### src/rtl/gf180_ram_wb_bridge.sv
// gf180_ram_wb_bridge
//   Wishbone classic slave fronting one 64x8 GF180 SRAM macro. A 32-bit
//   bus word is serialised into four byte accesses on the macro; writes
//   skip lanes whose byte select is clear, reads always fetch all four bytes.
//
// Ports
//   wb_clk_i, wb_rst_i    clock (shared with the macro) and sync active-high reset
//   wbs_cyc_i, wbs_stb_i  bus cycle / strobe
//   wbs_we_i, wbs_sel_i   direction and byte-lane selects
//   wbs_adr_i, wbs_dat_i  byte address ([5:2] = word index) and write data
//   wbs_ack_o, wbs_dat_o  registered one-cycle ack and registered read data
//   ram_cen/gwen/wen      macro controls, active low
//   ram_a, ram_d, ram_q   macro byte address, write data, read data
module gf180_ram_wb_bridge #(
  parameter logic [31:0] BASE_ADDR = 32'h3000_0000,
  parameter logic [31:0] ADDR_MASK = 32'hFFFF_FFC0
) (
  input  logic        wb_clk_i,
  input  logic        wb_rst_i,
  input  logic        wbs_cyc_i,
  input  logic        wbs_stb_i,
  input  logic        wbs_we_i,
  input  logic [3:0]  wbs_sel_i,
  input  logic [31:0] wbs_adr_i,
  input  logic [31:0] wbs_dat_i,
  output logic        wbs_ack_o,
  output logic [31:0] wbs_dat_o,
  output logic        ram_cen,
  output logic        ram_gwen,
  output logic [7:0]  ram_wen,
  output logic [5:0]  ram_a,
  output logic [7:0]  ram_d,
  input  logic [7:0]  ram_q
);

  typedef enum logic [1:0] {
    S_IDLE,
    S_ACCESS,
    S_DRAIN,
    S_ACK
  } state_t;

  state_t      state_q, state_d;
  logic [1:0]  idx_q, idx_d;
  logic        ack_q, ack_d;
  logic [31:0] rdat_q, rdat_d;

  logic        we_q, we_d;
  logic [3:0]  sel_q, sel_d;
  logic [3:0]  word_q, word_d;
  logic [31:0] wdat_q, wdat_d;
  logic [23:0] rbuf_q, rbuf_d;

  logic hit;
  logic req;

  assign hit = ((wbs_adr_i & ADDR_MASK) == BASE_ADDR);
  assign req = wbs_cyc_i & wbs_stb_i & hit;

  always_comb begin
    state_d = state_q;
    idx_d   = idx_q;
    ack_d   = 1'b0;
    rdat_d  = rdat_q;
    we_d    = we_q;
    sel_d   = sel_q;
    word_d  = word_q;
    wdat_d  = wdat_q;
    rbuf_d  = rbuf_q;
    case (state_q)
      S_IDLE: begin
        if (req) begin
          we_d    = wbs_we_i;
          sel_d   = wbs_sel_i;
          word_d  = wbs_adr_i[5:2];
          wdat_d  = wbs_dat_i;
          idx_d   = 2'd0;
          state_d = S_ACCESS;
        end
      end
      S_ACCESS: begin
        if (!wbs_cyc_i) begin
          // Abort: lanes already issued to the macro stay written.
          state_d = S_IDLE;
          idx_d   = 2'd0;
        end else begin
          // Q lags the sampled address by one edge, so it holds byte idx-1.
          if (!we_q) begin
            case (idx_q)
              2'd1:    rbuf_d[7:0]   = ram_q;
              2'd2:    rbuf_d[15:8]  = ram_q;
              2'd3:    rbuf_d[23:16] = ram_q;
              default: ;
            endcase
          end
          if (idx_q == 2'd3) begin
            idx_d = 2'd0;
            if (we_q) begin
              state_d = S_ACK;
              ack_d   = 1'b1;
            end else begin
              state_d = S_DRAIN;
            end
          end else begin
            idx_d = idx_q + 2'd1;
          end
        end
      end
      S_DRAIN: begin
        if (!wbs_cyc_i) begin
          state_d = S_IDLE;
        end else begin
          rdat_d  = {ram_q, rbuf_q};
          ack_d   = 1'b1;
          state_d = S_ACK;
        end
      end
      S_ACK: begin
        // Any request still present here is the one just served; drop it.
        state_d = S_IDLE;
      end
      default: state_d = S_IDLE;
    endcase
  end

  always_ff @(posedge wb_clk_i) begin
    if (wb_rst_i) begin
      state_q <= S_IDLE;
      idx_q   <= 2'd0;
      ack_q   <= 1'b0;
      rdat_q  <= 32'd0;
    end else begin
      state_q <= state_d;
      idx_q   <= idx_d;
      ack_q   <= ack_d;
      rdat_q  <= rdat_d;
    end
  end

  always_ff @(posedge wb_clk_i) begin
    we_q   <= we_d;
    sel_q  <= sel_d;
    word_q <= word_d;
    wdat_q <= wdat_d;
    rbuf_q <= rbuf_d;
  end

  // Macro pins decode from registered state only, so they are glitch-free
  // relative to the shared clock edge.
  always_comb begin
    ram_cen  = 1'b1;
    ram_gwen = 1'b1;
    ram_wen  = 8'hFF;
    ram_a    = {word_q, idx_q};
    ram_d    = wdat_q[{idx_q, 3'b000} +: 8];
    if (state_q == S_ACCESS) begin
      if (!we_q) begin
        ram_cen = 1'b0;
      end else if (sel_q[idx_q]) begin
        ram_cen  = 1'b0;
        ram_gwen = 1'b0;
        ram_wen  = 8'h00;
      end
    end
  end

  assign wbs_ack_o = ack_q;
  assign wbs_dat_o = rdat_q;

endmodule

### config.mk
export PLATFORM = sky130hd
export DESIGN_NAME = gf180_ram_wb_bridge
export DESIGN_NICKNAME = d
export VERILOG_FILES = /design/src/rtl/gf180_ram_wb_bridge.sv
export SDC_FILE = /design/constraint.sdc
export NUM_CORES = 1
export LEC_CHECK = 0
export CAP_MARGIN = 30
export CORE_ASPECT_RATIO = 1.1
export CORE_MARGIN = 3
export CORE_UTILIZATION = 48
export CTS_BUF_LIST = sky130_fd_sc_hd__clkbuf_16
export DETAILED_ROUTE_END_ITERATION = 8
export GPL_TIMING_DRIVEN = 1
export PLACE_DENSITY = 0.92
export SKIP_LAST_GASP = 1
export SYNTH_ARGS = -nofsm -noshare
export SYNTH_HDL_FRONTEND = slang
export SYNTH_SLANG_ARGS = --single-unit
### constraint.sdc
create_clock -name wb_clk_i -period 6.1 [get_ports wb_clk_i]
set_input_delay 1.22 -clock wb_clk_i [delete_from_list [all_inputs] [get_ports wb_clk_i]]
set_output_delay 1.22 -clock wb_clk_i [all_outputs]
set_load 0.05 [all_outputs]
==> run summary, run 1 <==
The number of cells upsized or downsized after cts came out at 0. In the final routed layout, each cell accounts on average for 15.7 µm. TritonCTS built the clock tree. The overall via count from detail_route is 2656. The final critical path time including I/O delays and setup came out at 4180 ps. The maximum achievable frequency is 0.239 GHz. Setup violations remaining at the end of the flow were counted as 0. The initial standard-cell utilization of the core is 50.3%. Among all stages on the critical path, the largest delay is contributed by clkdlybuf4s50_1. The pin slew with the least headroom to its limit came out at 812 ps. Summing the sequential cell areas from Yosys gives 70.4% of the chip area. The library cells used most frequently in the layout, excluding fill and tap cells, are 135 x clkdlybuf4s50_1, 67 x nand2_1, 65 x edfxtp_1. The clock transition at the register clock pins on the worst setup and hold paths after CTS came out at 70 ps. The arrival time at the worst endpoint came out at 2960 ps. The maximum fanout along the worst path is 15. The cell area after technology mapping came out at 0.00382 mm². Clock latency on the worst-skew pair, taken at its later pin, is 330 ps.

The via count of the first global-routing pass came to 2812. On the worst path, the slowest cell contributes a delay of 880 ps. The cell count after synthesis is 282. The width of the die came out at 91.1 µm.

The placeable core area came out at 0.00760 mm². The distinct cell type count of the synthesized netlist came out at 31. The post-cts hold buffer count came out at 0. The required time of the critical path is 4880 ps. The aggregate global-route resource usage is 18.7%. Traced cell by cell, the critical path runs through mux4_2, nand3_1, clkdlybuf4s50_1. The critical path is of the flop to output pin type. The count of fill cells added during filler insertion is 511.

The sum of routed wire length over all layers is 8.20 mm. Setup repair after global routing left no endpoint under its margin. The number of max-slew violations in the final report is 0. The height of the die came out at 99.6 µm. Averaged over all synthesized cells, the footprint is 13.6 µm². For this run, the detailed router's first-pass iteration total came to 4. The worst-case hold slack is 455 ps. The weighted congestion at the end of routability-driven global placement came out at 0.737. The number of buffers added by the clock tree synthesis step is 9. Summing all multi-input logic gate instances after layout gives 995 µm².

Summed over all nets, the half-perimeter wirelength after detailed placement is 6.11 mm. For this run, the number of Yosys warnings is 0. In this run the static leakage power is 1.85 nW.

For the final database, setup skew stands at 4.97 ps. The number of sinks driven by the clock tree came out at 102. The synthesized net count came out at 369. The run finished with clean final reports. The detailed-route vias per instance came out at 5.07. The cell area power density came out at 246 mW/mm². The sequential cell area came out at 0.00269 mm². The die covers 0.00907 mm².

The overall overflow remaining after global route is 0. The launching element type of the critical path is a flop. The worst path uses 68.5% of the clock period. The diode insertion count for antenna repair is 0. At the end of the flow the core is filled with cells to 73.5%. The buffer cell driving the clock tree root is clkbuf_16. The first global-routing pass estimated 13.1 mm of wire. For this design the top-level I/O count stands at 138. The total of max-cap violations came out at 0. The number of endpoints with negative hold slack in the final report is 0. The worst setup path is captured at an output pin.

The quantity of I/O buffers inserted on ports is 135. Once detail routing completed, the nets flagged for antenna violations numbered 0. The overall power after layout came out at 1.37 mW. The post-route netlist has 10.0% of its cells at a drive strength greater than 1. For this run, the number of standard cells in the final layout without fillers is 524. The total number of H-tree levels came out at 3. The number of placed instances, taps included is 507. The normalized max-slew margin is 45.8%. The post-route setup TNS came out at 0 ps. The number of remaining DRC errors came out at 0. The area added between synthesis and finish is 46.2%. The peak ir drop on the vdd network is 186 µV. The maximum number of pins on one net before global-route repair came out at 42.

In this run, synthesis produced a sequential element count of 102. Leaving out fill and tap cells, the most frequent cell in the layout is clkdlybuf4s50_1. The worst hold path belongs to the class flop to flop. After the last flow step, the layout net total stands at 501. The initial antenna violation count came out at 0.

The detailed router's first-iteration violation count is 77. The total setup buffers inserted after CTS came out at 0. The maximum clock insertion buffer count is 2. The total number of placement rows came out at 33.
[cell families after synthesis]
| group | share of synthesized area, % |
|---|---|
| AOI/OAI and AO/OA | 6.19 |
| adders and majority gates | 1.96 |
| buffers and inverters | 3.73 |
| DFF | 70.4 |
| muxes | 6.15 |
| and+or+nand+nor | 11.5 |
[worst max-delay path: cells and delay by family (launching register included)]
kind	cells	cell delay, ps
multiplexers	1	610
buffers and inverters	1	880
flip-flops	1	850
AND/OR/NAND/NOR	1	270
[synthesized netlist by cell type]
library cell	n	share of area [%]
o2bb2ai_2	1	0.39
o21ai_0	1	0.13
edfxtp_1	65	51
clkbuf_1	6	0.59
inv_1	7	0.69
and4bb_2	1	0.33
buf_4	8	1.6
mux2_1	1	0.29
mux2i_1	1	0.26
buf_2	6	0.79
o21ai_1	2	0.26
nand2_1	67	6.6
and4bb_1	1	0.33
buf_1	1	0.098
nand4_2	1	0.33
nor4_2	5	1.6
o211a_1	1	0.26
and2_1	1	0.16
a211oi_1	1	0.20
dfxtp_1	37	19
a21oi_1	36	4.7
ha_1	6	2.0
nor3b_1	4	0.79
mux2_2	1	0.29
nor3_1	1	0.13
a41oi_1	1	0.23
mux4_2	9	5.3
nand3_1	2	0.26
nor2_1	5	0.49
nand2b_1	2	0.33
nand4_1	1	0.16
[where the power goes]
group | switching, mW | internal, mW
clock | 0.244 | 0.320
sequential | 0.000493 | 0.733
combinational | 0.0271 | 0.0507
[path summary, 6_finish.rpt]
check | startpoint | end | slack, ps | cells after the start
worst max-delay path | idx_q[0] | ram_wen[6] | 1920 | 3
worst max register to register | idx_q[0] | rbuf_q[22] | 4200 | 3
worst min register to register | wbs_dat_o[3] | wbs_dat_o[3] | 460 | 2
worst min-delay path | wbs_dat_o[3] | wbs_dat_o[3] | 460 | 2
[state kept, by name, indices dropped and copies added (netlist names)]
signal	cells
state_q	2
we_q	1
word_q	4
wdat_q	32
sel_q	4
wbs_ack_o	1
rbuf_q	24
idx_q	2
wbs_dat_o	32
[through the flow]
| step | area (µm²) | setup slack (ps) |
|---|---|---|
| 3_3_place_gp | 5230 | 2310 |
| 3_5_place_dp | 5270 | 2260 |
| 2_1_floorplan | 3820 | 2230 |
| 5_1_grt | 5590 | 1730 |
| 4_1_cts | 5570 | 1870 |
| 6_report | 5590 | 1920 |
[routing by layer]
layer,part of all wire (%),global-route usage [%],vias to the layer above
met2,55,34.5,100
met3,7.9,6.28,11
met5,0,0,-
li1,-,-,1268
met1,36,19.5,1277
met4,1.5,7.54,0
[final cells by class]
class	instances	share of cell area (%)
Timing Repair Buffer	142	25.8
Clock buffer	9	4.03
Sequential cell	102	48.2
Tap cell	105	2.35
Clock inverter	7	1.30
Inverter	7	0.470
Multi-Input combinational cell	152	17.8
No activity file was read; power rests on OpenSTA's default activity.
==> run 2, diff against run 1 <==
--- a/config.mk
+++ b/config.mk
@@ -8,11 +8,11 @@
 export CAP_MARGIN = 30
 export CORE_ASPECT_RATIO = 1.1
 export CORE_MARGIN = 3
-export CORE_UTILIZATION = 48
+export CORE_UTILIZATION = 44
 export CTS_BUF_LIST = sky130_fd_sc_hd__clkbuf_16
 export DETAILED_ROUTE_END_ITERATION = 8
 export GPL_TIMING_DRIVEN = 1
-export PLACE_DENSITY = 0.92
+export PLACE_DENSITY = 0.86
 export SKIP_LAST_GASP = 1
 export SYNTH_ARGS = -nofsm -noshare
 export SYNTH_HDL_FRONTEND = slang
==> constraint.sdc (replaced) <==
create_clock -name wb_clk_i -period 3.91 [get_ports wb_clk_i]
set_input_delay 0.782 -clock wb_clk_i [delete_from_list [all_inputs] [get_ports wb_clk_i]]
set_output_delay 0.782 -clock wb_clk_i [all_outputs]
set_load 0.05 [all_outputs]
==> run summary, run 2 (synthesis gave the netlist of run 1 again) <==
The normalized max-slew margin is 63.0% (+17 points). The flow ran to the end, and the final reports show no timing, DRC or antenna violations. The fraction of final layout cells sized beyond drive strength 1 was 10.2% (+0.21 points). STA classifies the critical path endpoint as an output pin. The number of buffers added by the clock tree synthesis step came to 9 (unchanged).

The internal power summed over all cells is 1.66 mW (+51%). The signal on the critical path passes through mux4_2, nand3_1, clkdlybuf4s50_1. The portion of total power attributed to combinational logic came to 5.8% (about the same). The worst clock skew came out at 7.47 ps (+2.50 ps). The pin slew with the least headroom to its limit came out at 555 ps (-258 ps). The antenna violation net count after detailed routing came out at 0 (unchanged). Timing would allow up to 0.299 GHz. The number of endpoints with negative hold slack in the final report came to 0 (unchanged). The clock network latency to the later pin of the worst-skew pair came out at 340 ps (about the same).

The library cell used most frequently in the layout, excluding fill and tap cells, is clkdlybuf4s50_1. The switching power of the nets is 0.436 mW (+61%). The clock transition at the register clock pins on the worst setup and hold paths after CTS is 70 ps (about the same). The global-route wire length before repair is 13.4 mm (+1.9%). From synthesis to final layout, the design area changed by 45.1%. The number of detailed-route iterations in the first pass is 4 (unchanged). The number of nets in the layout came to 502 (+0.20%).

The floorplan die area was 0.00984 mm² (+8.5%). The tightest min-delay check is of the flop to flop type. The footprint of the multi-input gates is 995 µm² (unchanged). The static power due to leakage came out at 1.83 nW (-0.79%). The total number of placement rows came out at 35 (+6.1%).

The tree is rooted in a clkbuf_16. The total of max-cap violations came out at 0 (unchanged). The via count of the first global-routing pass is 2765 (-1.7%). The final critical path time including I/O delays and setup is 3340 ps. The height of the die came out at 104 µm (+4.2%).

The final worst slack is 571 ps (-1350 ps). The final cell utilization of the core came out at 66.0% (-7.6 points). The cell area power density is 378 mW/mm² (+54%). Setup repair after global routing left no endpoint under its margin. The worst-case register-to-register setup slack came out at 2140 ps (-2060 ps). The critical path is of the flop to output pin type. The weighted congestion at the end of routability-driven global placement came out at 0.717 (-2.8%). The placeable core area is 0.00841 mm² (+11%). The sum of routed wire length over all layers came out at 8.20 mm (about the same). The post-cts hold buffer count came out at 0 (unchanged). The maximum clock insertion buffer count is 2 (unchanged).

The final routed wire length divided by cell count was 15.4 µm (-1.4%). The quantity of I/O buffers inserted on ports is 135 (unchanged). The width of the die was 94.9 µm (+4.2%).

The detailed-route vias per instance came out at 4.94 (-2.5%). The initial antenna violation count was 0 (unchanged). The number of sinks driven by the clock tree is 102 (unchanged). The post-route setup TNS came out at 0 ps (unchanged). The maximum fanout along the worst path is 13 (-2). The slowest stage of the critical path belongs to the cell clkdlybuf4s50_1. The detailed router's first-iteration violation count is 91 (+18%). The fraction of power spent switching nets came out at 20.8% (+1.0 points). The count of fill cells added during filler insertion came out at 607 (+19%). The HPWL reported at the end of detailed placement came out at 6.19 mm (+1.2%). The diode insertion count for antenna repair was 0 (unchanged). The overall via count from detail_route is 2625 (-1.2%). The number of max-slew violations in the final report came out at 0 (unchanged).

The number of top-level pins was 138 (unchanged). The proportion of power drawn by the clock network is 39.7% (-1.3 points). The number of cells upsized or downsized after cts is 0 (unchanged). The power share of the sequential group is 54.5% (+1.2 points).

The worst setup path is launched from a flop. The initial standard-cell utilization of the core came to 45.5% (-4.9 points). The largest stage delay on the critical path is 880 ps (about the same).

The sequential cell area is 0.00269 mm² (unchanged). The required time of the critical path is 3130 ps (-1750 ps). TritonCTS built the clock tree. The minimum setup slack after placement is 892 ps (-1370 ps). The post-route clock period utilization came out at 85.4%. The final setup violation count came out at 0 (unchanged). The overall overflow remaining after global route is 0 (unchanged). Leaving out fill and tap cells, the most frequent cells in the layout are 135 x clkdlybuf4s50_1, 67 x nand2_1, 65 x edfxtp_1.

The maximum number of pins on one net before global-route repair came to 42 (unchanged). The aggregate global-route resource usage came out at 17.7% (-1.1 points). The peak ir drop on the vdd network came out at 248 µV (+34%). The number of remaining DRC errors came to 0 (unchanged). The total setup buffers inserted after CTS was 0 (unchanged). The arrival time at the worst endpoint came out at 2560 ps (-400 ps). The total number of H-tree levels came out at 3 (unchanged).
[run 2: final timing paths]
path | startpoint | end | cells past startpoint
setup / recovery | idx_q[1] | ram_wen[0] | 3
hold / removal | wbs_dat_o[10] | wbs_dat_o[10] | 2
setup reg to reg | state_q[0] | wdat_q[26] | 5
hold reg to reg | wbs_dat_o[10] | wbs_dat_o[10] | 2
[run 2: area by class of cell]
| type | instances | share of cell area, % |
|---|---|---|
| multi-input cells | 152 | 17.9 |
| clock inverters | 7 | 1.02 |
| well taps | 111 | 2.50 |
| inverters | 7 | 0.474 |
| flip-flops and latches | 102 | 48.6 |
| clock buffers | 9 | 4.06 |
| repair buffers | 143 | 25.5 |
[run 2: power groups by stage]
stage / clock [mW] / sequential (mW) / combinational (mW)
after floorplan: 0 / 1.17 / 0.0294
after global placement: 0 / 1.17 / 0.119
after detailed placement: 0 / 1.17 / 0.123
after CTS: 0.851 / 1.14 / 0.123
after global routing: 0.898 / 1.14 / 0.130
final: 0.832 / 1.14 / 0.122
[run 2: metal layers]
metal	share of wire [%]	GRT usage, %
met1	38	20.4
met2	53	30.7
met3	7.3	5.16
met4	1.4	6.19
met5	0	0
[run 2: through the flow]
step	instances	hold WS [ps]	cell area (µm²)	total power [mW]
2_1_floorplan	282	471	3820	1.20
3_3_place_gp	515	442	5260	1.29
3_5_place_dp	515	450	5260	1.29
4_1_cts	531	460	5550	2.12
5_1_grt	531	474	5550	2.17
6_report	531	458	5550	2.10
[run 2: critical path: cells and delay by family (launching register included)]
kind                   cells  cell delay, ps
muxes                      1             410
and+or+nand+nor            1             260
buffers and inverters      1             880
DFF                        1             670
==> run 3, diff against run 2 <==
--- a/config.mk
+++ b/config.mk
@@ -5,7 +5,8 @@
 export SDC_FILE = /design/constraint.sdc
 export NUM_CORES = 1
 export LEC_CHECK = 0
-export CAP_MARGIN = 30
+export ABC_CLOCK_PERIOD_IN_PS = 3910
+export CAP_MARGIN = 5
 export CORE_ASPECT_RATIO = 1.1
 export CORE_MARGIN = 3
 export CORE_UTILIZATION = 44
@@ -13,6 +14,7 @@
 export DETAILED_ROUTE_END_ITERATION = 8
 export GPL_TIMING_DRIVEN = 1
 export PLACE_DENSITY = 0.86
+export SETUP_SLACK_MARGIN = 0.2
 export SKIP_LAST_GASP = 1
 export SYNTH_ARGS = -nofsm -noshare
 export SYNTH_HDL_FRONTEND = slang
==> results of run 3 <==
Final layout, timing and power as in run 2 (identical DEF).
